--- src/rtl/game_state_ctrl.sv ---
// rtl/game_state_ctrl.sv - game flow state register with legality check, settle window and pause
`timescale 1ns/1ps
module game_state_ctrl #(
   parameter int unsigned SETTLE  = 1,
   parameter int unsigned DWELL_W = 16
) (
   input  logic               clk,
   input  logic               rst_n,
   input  logic [2:0]         next_initial,
   input  logic [2:0]         next_new,
   input  logic [2:0]         next_move,
   input  logic [2:0]         next_remove,
   input  logic [2:0]         next_lose,
   input  logic               pause_toggle,
   output logic [2:0]         game_current_state,
   output logic               state_enter,
   output logic               illegal_req,
   output logic [2:0]         paused_from,
   output logic [DWELL_W-1:0] dwell_cnt
);

   localparam logic [2:0] ST_INITIAL   = 3'd0;
   localparam logic [2:0] ST_NEW_SHAPE = 3'd1;
   localparam logic [2:0] ST_MOVE      = 3'd2;
   localparam logic [2:0] ST_REMOVE    = 3'd3;
   localparam logic [2:0] ST_LOSE      = 3'd4;
   localparam logic [2:0] ST_PAUSE     = 3'd5;

   localparam logic [DWELL_W-1:0] DWELL_MAX  = '1;
   localparam logic [DWELL_W-1:0] DWELL_ONE  = DWELL_W'(1);
   localparam logic [DWELL_W-1:0] SETTLE_CNT = DWELL_W'(SETTLE);

   logic [2:0]         r_state;
   logic [2:0]         r_paused_from;
   logic [DWELL_W-1:0] r_dwell;
   logic               r_enter;
   logic               r_illegal;

   logic [2:0]         w_next_state;
   logic [2:0]         w_proposal;
   logic               w_illegal;
   logic               w_save_pause;
   logic               w_settled;
   logic               w_can_pause;
   logic               w_state_change;

   function automatic logic f_legal(input logic [2:0] from_st, input logic [2:0] to_st);
      logic ok;
      ok = 1'b0;
      case (from_st)
         ST_INITIAL:   ok = (to_st == ST_NEW_SHAPE);
         ST_NEW_SHAPE: ok = (to_st == ST_MOVE) || (to_st == ST_LOSE);
         ST_MOVE:      ok = (to_st == ST_REMOVE);
         ST_REMOVE:    ok = (to_st == ST_NEW_SHAPE);
         ST_LOSE:      ok = (to_st == ST_INITIAL);
         default:      ok = 1'b0;
      endcase
      return ok;
   endfunction

   // Only the handler owning the current state gets a say; PAUSE proposes "stay".
   always_comb begin
      w_proposal = r_state;
      case (r_state)
         ST_INITIAL:   w_proposal = next_initial;
         ST_NEW_SHAPE: w_proposal = next_new;
         ST_MOVE:      w_proposal = next_move;
         ST_REMOVE:    w_proposal = next_remove;
         ST_LOSE:      w_proposal = next_lose;
         default:      w_proposal = r_state;
      endcase
   end

   assign w_settled      = (r_dwell >= SETTLE_CNT);
   assign w_can_pause    = (r_state == ST_NEW_SHAPE) || (r_state == ST_MOVE) ||
                           (r_state == ST_REMOVE);
   assign w_state_change = (w_next_state != r_state);

   always_ff @(posedge clk or negedge rst_n) begin
      if (!rst_n) begin
         r_state       <= ST_INITIAL;
         r_paused_from <= ST_INITIAL;
         r_dwell       <= '0;
         r_enter       <= 1'b1;
         r_illegal     <= 1'b0;
      end else begin
         r_state   <= w_next_state;
         r_enter   <= w_state_change;
         r_illegal <= w_illegal;
         if (w_save_pause) begin
            r_paused_from <= r_state;
         end
         if (w_state_change) begin
            r_dwell <= '0;
         end else if (r_dwell != DWELL_MAX) begin
            r_dwell <= r_dwell + DWELL_ONE;
         end
      end
   end

   // Pause requests win over handler proposals and ignore the settle window.
   always_comb begin
      w_next_state = r_state;
      w_illegal    = 1'b0;
      w_save_pause = 1'b0;
      if (r_state > ST_PAUSE) begin
         w_next_state = ST_INITIAL;
      end else if (pause_toggle && w_can_pause) begin
         w_next_state = ST_PAUSE;
         w_save_pause = 1'b1;
      end else if (pause_toggle && (r_state == ST_PAUSE)) begin
         w_next_state = r_paused_from;
      end else if ((r_state != ST_PAUSE) && w_settled && (w_proposal != r_state)) begin
         if (f_legal(r_state, w_proposal)) begin
            w_next_state = w_proposal;
         end else begin
            w_illegal = 1'b1;
         end
      end
   end

   always_comb begin
      game_current_state = r_state;
      state_enter        = r_enter;
      illegal_req        = r_illegal;
      paused_from        = r_paused_from;
      dwell_cnt          = r_dwell;
   end

endmodule
--- config.mk ---
export PLATFORM = sky130hd
export DESIGN_NAME = game_state_ctrl
export DESIGN_NICKNAME = d
export VERILOG_FILES = /design/src/rtl/game_state_ctrl.sv
export SDC_FILE = /design/constraint.sdc
export NUM_CORES = 1
export LEC_CHECK = 0
export ABC_AREA = 1
export ABC_CLOCK_PERIOD_IN_PS = 2300
export BUFFER_PORTS_ARGS = -buffer_cell sky130_fd_sc_hd__buf_2
export CORE_MARGIN = 10
export CORE_UTILIZATION = 49
export DETAILED_ROUTE_END_ITERATION = 12
export GPL_TIMING_DRIVEN = 0
export HOLD_SLACK_MARGIN = 0.1
export PLACE_DENSITY = 0.83
export REMOVE_ABC_BUFFERS = 1
export SLEW_MARGIN = 20
export SYNTH_ARGS = -nofsm -noshare
export SYNTH_HDL_FRONTEND = slang
export SYNTH_SLANG_ARGS = --single-unit
--- constraint.sdc ---
create_clock -name clk -period 2.3 [get_ports clk]
set_clock_uncertainty 0.05 [all_clocks]
set_input_delay 0.115 -clock clk [delete_from_list [all_inputs] [get_ports clk]]
set_output_delay 0.115 -clock clk [all_outputs]
set_load 0.01 [all_outputs]
==> results.md, run 1 <==
- The critical path goes through nor2_4 > nand3_1 > nand3_2 > nor2_4 > nor2_1 > nor2_1 > nand3_1 > nand2_2 > inv_4 > nand2_4 > nand2_2 > nand2_1 > nand2_2 > nand3_1 > nand2_2 > nand3_4 > buf_12 > nor2_2.
- In the routed design, unresolved DRC markers number 0.
- The first-pass GRT wire length is slightly below 8 mm.
- For this configuration, the core starts out at a cell density of roughly 50%.
- The count of distinct cell types in the synthesized netlist is 25.
- The peak-usage layer in the global routing report is met2.
- The critical path in this run is classified as flip-flop to flip-flop.
- After detailed placement, the design holds a cell count of 332.
- The initialized floorplan defines 22 standard-cell rows.
- The count of final max-slew check failures came to 0.
- The count of clock tree sinks is 24.
- The clock latency of the later-clocked register in the worst-skew pair is about 0.27 ns.
- The slowest cell on the critical path is sky130_fd_sc_hd__dfrtp_2.
- The vertical die dimension is between 80 and 90 µm.
- For the pin with the worst max-slew slack, the measured transition is approximately 0.54 ns.
- The worst path uses 108% of the clock period.
- Measured along the x axis, the die boundary spans 80.9 µm.
- The longest clock path from root to sink contains 2 buffers.
- STA classifies the critical path startpoint as a flip-flop.
- In this run the number of H-tree levels came out at 1.
- The number of buffer cells added on primary ports is about 40.
- The number of storage elements in the synthesis netlist is 24.
- The final number of setup-violating endpoints is 17.
- The die outline area is 6540 µm².
- The top cell types in the final layout, fill and taps aside, are sky130_fd_sc_hd__nand2_1 (51), sky130_fd_sc_hd__buf_2 (41), sky130_fd_sc_hd__inv_1 (26).
- On the worst path, the slowest cell contributes a delay of between 0.4 and 0.5 ns.
- The leading cell type in the layout, fill and taps excluded is sky130_fd_sc_hd__nand2_1.
- The routed design could run at a clock period as short as approximately 2.5 ns.
- The area growth from synthesis to layout is 32.3%.
- Dividing the detail-routed via count by the number of cells gives between 5 and 6.
- The power per cell area is 1120 nW/µm².
- The kind of end point of the critical path is a flip-flop.
- In this run the standard cell core region covers ~3600 µm².
- The tool flagged a number of max-cap violations equal to 0.
- Counting flops with an async set or reset pin after synthesis yields a share of 100%.
- The number of instances in the synthesized netlist is between 200 and 250.
- The worst hold path class is primary input to asynchronous set/reset pin.
- The post-route netlist has 40.8% of its cells at a drive strength greater than 1.
- between 40 and 50 I/O pins were placed.
- The final number of hold-violating endpoints is 0.
- The worst path buffer plus inverter count is 2.
- Wires add up to a little under 5 mm.
- In this run the worst path has a maximum fanout of 7.
- Summed over all layers, the global routing overflow is 0.
- Summing all non-filler instances in the final layout gives an area of roughly 2400 µm².
- The final non-filler cell total is ~360.
- The number of antenna-violating nets in the routed design is 0.
- The met1 routing resource usage after global routing is between 10% and 20%.
- The analysis attributes to cell leakage a power of about 1.2 nW.
- The HPWL after detailed placement is around 3.2 mm.
- The critical path's top delay family is simple AND/OR/NAND/NOR gates.
- The cell with the most instances on the worst path is sky130_fd_sc_hd__nand2_2.
- The cell area that synthesis handed to floorplanning was 1820 µm².
- Entering global routing, the biggest net connects 25 pins.
- The post-detailed-route wirelength per cell is roughly 14 µm.
- In this run, the number of DRC markers left after iteration 0 of detailed routing was about 120.
- Across the VDD grid, the largest voltage drop is 569 µV.
- The flow ran to the end, but the final reports show violations.
- The initial antenna violation count is 0.
- Counting flops with a built-in enable in the synthesized netlist gives 0.
- Across all setup checks in the final design, the least slack found is -0.181 ns.
- The first-pass detailed-route iteration total is 4.
- The layout net count is about 330.
- The final antenna diode count is 0.
- Setup repair after global routing could not meet its margin everywhere.
- In this run the mean area of a mapped cell was about 7.3 µm².
- The aggregate global-route resource usage is between 10 and 15%.
- For this run, global-route usage on met3 was measured as under 10%.
- At the worst endpoint, the required time is roughly 2.5 ns.
- The most frequently used flop master after synthesis is sky130_fd_sc_hd__dfrtp_1.
- CTS placed an instance of sky130_fd_sc_hd__clkbuf_8 at the clock tree root.
- Counting the buffers created by CTS gives 3.
- For this block, the via count after detailed routing is 1848.
- After clock tree synthesis, the clock-pin slew on the worst setup and hold paths is 0.09 ns.
- The post-place setup slack is -0.508 ns.
- The met2 usage is about a quarter.
- TritonCTS built the clock tree.
- The sequential area share after synthesis is between 30% and 40%.
- Data on the critical path arrives at its endpoint at between 2 and 3 ns.
- Based on the critical path, the design can be clocked at up to 403 MHz.
- The worst-case headroom to the max-slew limit is 63.9%.
- The final reports fail on negative setup slack.
- Yosys printed 0 warnings.
- The total cell area at the placement stage is between 2000 and 2500 µm².
- Routability-driven placement finished with a final weighted congestion of ~0.85.
- The number of global-route vias before repair came to approximately 1800.
-- flip-flops by register name, indices dropped and copies added, names as in the netlist --
name	cells
illegal_req	1
dwell_cnt	16
game_current_state	3
paused_from	3
state_enter	1
-- report_power, final --
group          switching (mW)  total (mW)  internal, mW
sequential             0.0860       0.568         0.482
clock                   0.132       0.285         0.153
combinational            1.06        1.85         0.781
-- cells in the mapped netlist (all sizes together), types with 3 or more instances --
cell   count  area share [%]
nand2     69              15
nor2      38              13
ha         3             2.1
inv       32             6.6
xor2       9             4.3
nand3     31              11
buf        5             3.2
nor3       9             2.5
o21ai     10             2.8
a21oi      4             1.1
nand4     10             3.4
dfrtp     23              32
-- layer usage --
layer  part of all wire [%]  vias to the layer above
met5                      0                        -
met4                    1.3                        0
met3                    8.3                        9
met2                     52                       60
met1                     39                      861
li1                       -                      918
-- cells by family after synthesis --
group                    Yosys count  share of synthesized area, %
adder cells (fa/ha/maj)            3                          2.07
buffers and inverters             37                          9.85
AO/OA/AOI/OAI                     16                          4.61
flip-flops                        24                          33.1
AND/OR/NAND/NOR                  158                          45.5
XOR/XNOR                           9                          4.34
multiplexers                       1                         0.551
-- cell type report --
class,count,area [µm²]
clock buffer,4,55.1
timing repair buffer,62,417
sequential,24,606
fill,313,1230
multi-input combinational,187,1130
tap,48,60.1
inverter,32,133
-- through the flow --
step	util (%)	TNS (ns)	power (mW)	hold WS, ns
2_1_floorplan	-	-2.87	1.48	-0.231
3_3_place_gp	55.7	-7.18	1.72	0.0691
3_5_place_dp	55.7	-7.82	1.75	0.0791
4_1_cts	63.9	-0.988	2.53	0.291
5_1_grt	66.2	-6.15	2.91	0.336
6_report	66.2	-2.56	2.70	0.296
-- final timing paths --
path | from | slack [ns] | depth (start not counted) | to
max in group asynchronous | rst_n | 1.51 | 2 | game_current_state[0]
worst min-delay path | rst_n | 0.30 | 2 | dwell_cnt[15]
worst min register to register | paused_from[2] | 0.46 | 2 | paused_from[2]
min in group clk | pause_toggle | 0.30 | 6 | paused_from[2]
worst max-delay path | game_current_state[0] | -0.18 | 18 | dwell_cnt[0]
worst max register to register | game_current_state[0] | -0.18 | 18 | dwell_cnt[0]
-- what timing repair did --
item / CTS / global route
cloned: 1 / 0
gates resized for setup: 26 / 17
hold buffers: 1 / 0
pin swaps: 11 / 6
setup buffers: 15 / 4
endpoints found under the setup margin: 17 / 18
endpoints found under the hold margin: 23 / 0
Note: power is estimated with default switching activity, not from simulation.
==> inputs of run 2 (changes only) <==
--- a/config.mk
+++ b/config.mk
@@ -13,7 +13,7 @@
 export DETAILED_ROUTE_END_ITERATION = 12
 export GPL_TIMING_DRIVEN = 0
 export HOLD_SLACK_MARGIN = 0.1
-export PLACE_DENSITY = 0.83
+export PLACE_DENSITY_LB_ADDON = 0.25
 export REMOVE_ABC_BUFFERS = 1
 export SLEW_MARGIN = 20
 export SYNTH_ARGS = -nofsm -noshare
==> constraint.sdc (replaced) <==
create_clock -name clk -period 2.3 [get_ports clk]
set_clock_uncertainty 0.05 [all_clocks]
set_input_delay 0.23 -clock clk [delete_from_list [all_inputs] [get_ports clk]]
set_output_delay 0.23 -clock clk [all_outputs]
set_load 0.01 [all_outputs]
==> run 2 against run 1 <==
Global-route usage fell by 0.90 points. Combinational power decreased by 13%. The flow still finishes with violations (negative setup slack). Power is 5.9% lower. Critical endpoint is now dwell_cnt[2].
==> results.md, run 2 (synthesis gave the netlist of run 1 again) <==
- The required time of the critical path is approximately 2.4 ns.
- The number of buffers created by CTS is 3.
- In this run the critical register-to-register path is captured at dwell_cnt[2].
- For the worst flop-to-flop path, the logic depth is 19.
- The minimum clock period after layout is 2.38 ns.
- The floorplan step defined a core boundary enclosing between 3000 and 4000 µm².
- The layout net count is 327.
- The first routing iteration left 91 violations.
- The critical path goes through nor2_4 > nand2_1 > nand2_1 > nand2_2 > nor2_4 > inv_1 > a21oi_2 > nand2_1 > nand2_2 > nand2_2 > nand2_1 > nand3_1 > nand2_1 > nand2_2 > nand2_2 > nand2_2 > nand3_4 > buf_12 > nor2_4.
- The worst-case headroom to the max-slew limit is 63.1%.
- The signed area change from the synthesized netlist to the final layout is 27.8%.
- At the worst endpoint, the arrival time is around 2.5 ns.
- The clock passes through at most 2 buffers.
- The worst hold margin is between 0.3 and 0.4 ns.
- Counting tap cells, the placed design contains a total of about 330 instances.
- The aggregate global routing overflow is 0.
- The detailed router placed 1776 vias in this run.
- The worst hold path endpoint is game_current_state[2].
- Row generation in the floorplan step produced 22 rows.
- The area occupied by multi-input gates is ~1100 µm².
- The sequential cells in the finished layout cover a total of about 610 µm².
- After clock tree synthesis, the clock-pin slew on the worst setup and hold paths is around 0.090 ns.
- In this run the most used layer during global routing was met2.
- The kind of end point of the critical path is a flip-flop.
- The die width is between 80 and 90 µm.
- The initial antenna violation count is 0.
- Dividing total power by cell area gives a power density of 1090 nW/µm².
- The root buffer cell chosen for the clock tree is sky130_fd_sc_hd__clkbuf_8.
- The run finished, with violations left.
- In this run the static leakage power is 1.15 nW.
- After layout, the worst path uses 103% of the clock period.
- The worst hold path class is primary input to flip-flop.
- The count of final max-slew check failures is 0.
- The floorplan step set the die height to slightly above 80 µm.
- The final routed wirelength across all metal layers is 4.49 mm.
- For met3 alone, demand over resource in global routing was 4.42%.
- Clock latency on the worst-skew pair, taken at its later pin, is ~0.27 ns.
- The number of global-route vias before repair was roughly 1700.
- The H-tree depth reported by CTS is 1.
- The worst-case IR drop observed on VDD is slightly below 500 µV.
- The total DRC errors in the routed layout is 0.
- The final antenna diode count is 0.
- The slowest cell on the critical path is sky130_fd_sc_hd__dfrtp_2.
- The weighted congestion at the end of routability-driven global placement is ~0.85.
- The estimated wirelength of the detail-placed design is about 3.2 mm.
- The number of antenna-violating nets in the routed design is 0.
- The final core utilization is a little under two thirds.
- The count of pins on the block boundary is 42.
- The final number of setup-violating endpoints is 16.
- The post-detailed-route wirelength per cell is 12.7 µm.
- The register with the most flip-flops in the layout has 16 of them.
- Based on the critical path, the design can be clocked at up to about 420 MHz.
- The final non-filler cell total is about 350.
- The critical path contains buffers and inverters numbering 2 combined.
- Along the worst path, the maximum fanout reaches 8.
- Entering global routing, the biggest net connects 25 pins.
- The origin of the critical flop-to-flop path is game_current_state[0].
- Once the floorplan was initialized, standard cells occupied 50.0% of the core.
- The worst setup path is launched from a flip-flop.
- The slack of the worst reg-to-reg path is -0.08 ns.
- After layout, the worst setup slack is -0.0800 ns.
- At the pin with the least slew margin, the transition time is between 0.5 and 0.6 ns.
- For this run, the total global-route usage over all layers was measured as between 10% and 20%.
- In the global route stage, met2 resource usage came out at between 20% and 30%.
- The count of clock tree sinks is 24.
- The share of final-layout standard cells stronger than drive strength 1 is ~37%.
- The final number of hold-violating endpoints came to 0.
- The critical path class is flip-flop to flip-flop.
- Setup repair after global routing could not meet its margin everywhere.
- The tool flagged a number of max-cap violations equal to 0.
- The critical path's top delay family is simple AND/OR/NAND/NOR gates.
- The routed via count divided by cell count is just over 5.
- The critical path's largest stage delay is about 0.5 ns.
- TritonCTS built the clock tree.
- The first global-routing pass estimated 7.43 mm of wire.
- Along the worst hold path, the cell count comes to 4.
- The cell with the most instances on the worst path is sky130_fd_sc_hd__nand2_2.
- For met1 alone, demand over resource in global routing was 15.3%.
- The first-pass detailed-route iteration total is 4.
- The die outline area is 6540 µm².
- The number of fillers in the final layout is between 300 and 400.
- The library cells used most frequently in the layout, excluding fill and tap cells, are sky130_fd_sc_hd__nand2_1 (54), sky130_fd_sc_hd__buf_2 (41), sky130_fd_sc_hd__inv_1 (26).
- In this run the tool buffered the top-level ports with 41 buffer cells.
- The checks that failed: negative setup slack.
- In this run the most critical hold path is launched from pause_toggle.
- The leading cell type in the layout, fill and taps excluded is sky130_fd_sc_hd__nand2_1.
-- run 2: cell count changes in the layout (fill, tap and decap cells not counted), moves of 2 or more --
cell	before	now
sky130_fd_sc_hd__buf_6	5	2
sky130_fd_sc_hd__nand2_1	51	54
sky130_fd_sc_hd__nand2_4	2	0
sky130_fd_sc_hd__nand3_1	22	24
sky130_fd_sc_hd__nand3_2	8	6
-- run 2: worst max path at each step --
stage | startpoint | end | slack, ns | depth (start not counted)
floorplan | game_current_state[2] | dwell_cnt[0] | -0.18 | 18
global placement | game_current_state[2] | dwell_cnt[1] | -0.46 | 18
CTS | game_current_state[1] | dwell_cnt[2] | -0.05 | 20
finish | game_current_state[0] | dwell_cnt[2] | -0.08 | 19
detailed placement | game_current_state[2] | dwell_cnt[2] | -0.52 | 18
global route | game_current_state[0] | dwell_cnt[9] | -0.31 | 20
-- run 2: worst min-delay path, cell delays in order --
cell                       delay [ns]
sky130_fd_sc_hd__buf_2           0.10
sky130_fd_sc_hd__nand2_1         0.10
sky130_fd_sc_hd__nand3_2         0.11
sky130_fd_sc_hd__a21boi_0        0.08
-- run 2: area by class of cell --
cell class                 count  area share, %
clock inverter                 1           1.29
multi-input combinational    187           46.9
inverter                      32           5.50
tap                           48           2.59
clock buffer                   3           1.78
timing repair buffer          58           15.8
sequential                    24           26.1
-- run 2: through the flow --
step                setup TNS (ns)  setup slack, ns  instance area [µm²]  total power [mW]
floorplan                    -2.87           -0.182                 1760              1.48
finish                      -0.990          -0.0800                 2320              2.54
global route                 -4.84           -0.308                 2320              2.74
global placement             -7.53           -0.463                 2020              1.73
CTS                         -0.485          -0.0451                 2250              2.41
detailed placement           -8.05           -0.517                 2020              1.74
-- run 2: report_power, final --
group | switching, mW | leakage, nW | internal, mW | total [mW]
registers | 0.0707 | 0.320 | 0.482 | 0.553
logic | 0.970 | 0.796 | 0.643 | 1.61
clock network | 0.139 | 0.0357 | 0.233 | 0.372
-- run 2: timing repair --
item	CTS	global route
pin swaps	5	10
resized for setup	11	14
hold endpoints to repair	23	0
hold buffers	1	0
setup buffers	12	4
setup endpoints to repair	17	17
-- run 2: per-layer routing --
metal  vias up  routed length [µm]
li1        913                   -
met1       809                1830
met2        48                2210
met3         6                 400
met4         0                  62
met5         -                   0
==> inputs of run 3 (changes only) <==
--- a/config.mk
+++ b/config.mk
@@ -14,7 +14,6 @@
 export GPL_TIMING_DRIVEN = 0
 export HOLD_SLACK_MARGIN = 0.1
 export PLACE_DENSITY_LB_ADDON = 0.25
-export REMOVE_ABC_BUFFERS = 1
 export SLEW_MARGIN = 20
 export SYNTH_ARGS = -nofsm -noshare
 export SYNTH_HDL_FRONTEND = slang
==> run 3 against run 2 <==
The flow still finishes with violations (negative setup slack). Via count increased by 2.5%. Clock power decreased by 26%. Largest power group unchanged. Die area unchanged.
==> results.md, run 3 (synthesis gave the netlist of run 1 again) <==
- On the critical path, the stage with the largest delay is an instance of sky130_fd_sc_hd__dfrtp_1.
- The min-delay analysis places its worst path in the category primary input to flip-flop.
- Summed over all nets, the half-perimeter wirelength after detailed placement is between 3 and 4 mm.
- The aggregate global-route resource usage is between 10% and 20%.
- For the worst setup path, the data required time is approximately 2.4 ns.
- The critical path is of the flip-flop to flip-flop type.
- The final antenna diode count is 0.
- The multi-input combinational cells in the finished layout cover a total of about 1100 µm².
- The kind of end point of the critical path is a flip-flop.
- The register area is roughly 600 µm².
- The clock latency of the later-clocked register in the worst-skew pair is between 0.2 and 0.3 ns.
- In the global route stage, met2 resource usage came out at a little over a quarter.
- The H-tree depth reported by CTS is 1.
- After global routing, the most crowded layer is met2.
- After the last flow step, the layout net total stands at around 340.
- Leaving out fill and tap cells, the most frequent cells in the layout are sky130_fd_sc_hd__nand2_1 (53), sky130_fd_sc_hd__buf_2 (43), sky130_fd_sc_hd__inv_1 (25).
- From left edge to right edge, the die measures between 80 and 90 µm.
- The initial antenna violation count is 0.
- The maximum clock path buffer count is 2.
- At the worst endpoint, the arrival time is between 2 and 3 ns.
- The weighted congestion at the end of routability-driven global placement is 0.865.
- The leading cell type in the layout, fill and taps excluded is sky130_fd_sc_hd__nand2_1.
- The final routed wirelength across all metal layers is about 4.7 mm.
- The critical path's largest stage delay is roughly 0.4 ns.
- The actual slew at the worst max-slew pin is approximately 0.52 ns.
- Using the TritonRoute via totals, the vias-per-cell ratio works out to roughly 5.
- In the routed design, unresolved DRC markers number 0.
- The checks that failed: negative setup slack.
- The final critical path takes up 108% of the cycle.
- Once detail routing completed, the nets flagged for antenna violations numbered 0.
- The TritonCTS clock tree is done.
- VDD sags by at most a little under 500 µV.
- Summed over all cells, the static leakage comes to ~1.2 nW.
- The net count after synthesis is 269.
- The first-pass detailed-route iteration total is 4.
- For met1 alone, demand over resource in global routing was between 10% and 20%.
- The floorplan has 22 rows.
- In this run the clock root is driven by a sky130_fd_sc_hd__clkbuf_8.
- The cell with the most instances on the worst path is sky130_fd_sc_hd__nand2_2.
- The core area is 3630 µm².
- After detailed placement, the total cell area comes to 2080 µm².
- For this configuration, the core starts out at a cell density of around half.
- The share of final-layout standard cells stronger than drive strength 1 is 41.1%.
- The count of final max-slew check failures is 0.
- The aggregate global routing overflow is 0.
- For this design the ratio of total power to cell area is about 1100 nW/µm².
- The run finished, with violations left.
- The count of pins on the block boundary is 42.
- The final route contains 1821 vias.
- The count of clock tree sinks is 24.
- The number of DRC markers in iteration 0 is 88.
- STA classifies the critical path startpoint as a flip-flop.
- The die outline area is approximately 6500 µm².
- The maximum clock rate is roughly 400 MHz.
- Setup repair after global routing could not meet its margin everywhere.
- For this run, global-route usage on met3 was measured as 2.76%.
- TritonCTS created 3 clock buffers.
- The minimum clock period after layout is approximately 2.5 ns.
- Entering global routing, the biggest net connects 25 pins.
- Dividing the detail-routed wire length by the instance count gives 12.8 µm.
- The final setup slack of the worst path is -0.175 ns.
- The vertical die dimension is just over 80 µm.
- Setup violations remaining at the end of the flow were counted as 18.
- The number of global-route vias before repair came to approximately 1800.
- Across the run, the number of max-cap violations was 0.
- The worst-path maximum fanout is 5.
- The worst-case headroom to the max-slew limit is between 60% and 70%.
- During placement, the flow inserted port buffers numbering 41.
- The flip-flop count of the largest register, all copies and words added is 16.
- The final number of hold-violating endpoints came to 0.
- The post-route standard cell area excluding fillers is 2430 µm².
- The number of fillers in the final layout is ~350.
- The first-pass GRT wire length is between 7 and 8 mm.
- The post-CTS clock slew at the launch and capture registers of the worst setup and hold paths is ~0.070 ns.
- The total negative slack for setup checks is -2.93 ns.
- The signed area change from the synthesized netlist to the final layout is 33.8%.
- Traced cell by cell, the critical path runs through buf_6 > buf_4 > nor2_2 > nand3_1 > nand3_2 > nor2_4 > nand2_2 > inv_1 > nand2_1 > nand3_2 > nand2_2 > nand2_2 > nand2_2 > nand3_2 > nand2_2 > nand2_1 > nand2_1 > nand2_2 > nand3_4 > buf_12 > nor2_4.
## run 3: through the flow
stage | util, % | setup WS, ns | total power, mW | instances | hold slack (ns)
3_3_place_gp | 57.3 | -0.168 | 1.87 | 337 | 0.189
5_1_grt | 66.9 | -0.406 | 2.95 | 364 | 0.393
4_1_cts | 63.7 | -0.130 | 2.54 | 358 | 0.323
3_5_place_dp | 57.3 | -0.187 | 1.88 | 337 | 0.192
6_report | 66.9 | -0.175 | 2.73 | 364 | 0.370
2_1_floorplan | - | 0.0636 | 1.60 | 248 | -0.116
## run 3: per-layer routing
| layer | wire length [µm] | vias to the layer above |
|---|---|---|
| met3 | 255 | 2 |
| met1 | 1890 | 846 |
| met4 | 18 | 0 |
| met2 | 2490 | 37 |
| li1 | - | 936 |
| met5 | 0 | - |
## run 3: final timing paths
check | start | end | slack [ns] | cells past startpoint
hold reg to reg | paused_from[2] | paused_from[2] | 0.45 | 2
hold / removal | pause_toggle | game_current_state[2] | 0.37 | 4
max in group asynchronous | rst_n | game_current_state[0] | 1.39 | 2
min in group asynchronous | rst_n | dwell_cnt[8] | 0.42 | 2
setup reg to reg | game_current_state[1] | dwell_cnt[6] | -0.18 | 21
setup / recovery | game_current_state[1] | dwell_cnt[6] | -0.18 | 21
## run 3: timing repair
| item | CTS | global route |
|---|---|---|
| endpoints found under the hold margin | 23 | 0 |
| pin swaps | 6 | 9 |
| buffers inserted | 14 | 6 |
| cloned | 2 | 0 |
| hold buffers | 1 | 0 |
| resized for setup | 6 | 23 |
| endpoints found under the setup margin | 17 | 19 |
## run 3: cell type report
| class | count | area share (%) |
|---|---|---|
| well taps | 48 | 2.47 |
| multi-input cells | 187 | 46.0 |
| flip-flops and latches | 24 | 24.8 |
| clock buffers | 4 | 2.26 |
| plain buffers | 5 | 2.42 |
| inverters | 32 | 5.04 |
| repair buffers | 64 | 17.0 |
## run 3: power by group
group,leakage [nW],switching [mW],internal (mW)
clock network,0.0288,0.122,0.152
registers,0.323,0.0547,0.480
logic,0.863,1.08,0.842
## run 3: critical path, delay by kind of cell (launching register included)
family                 cells  cell delay, ns
AND/OR/NAND/NOR           17            1.42
buffers and inverters      4            0.49
flip-flops                 1            0.40
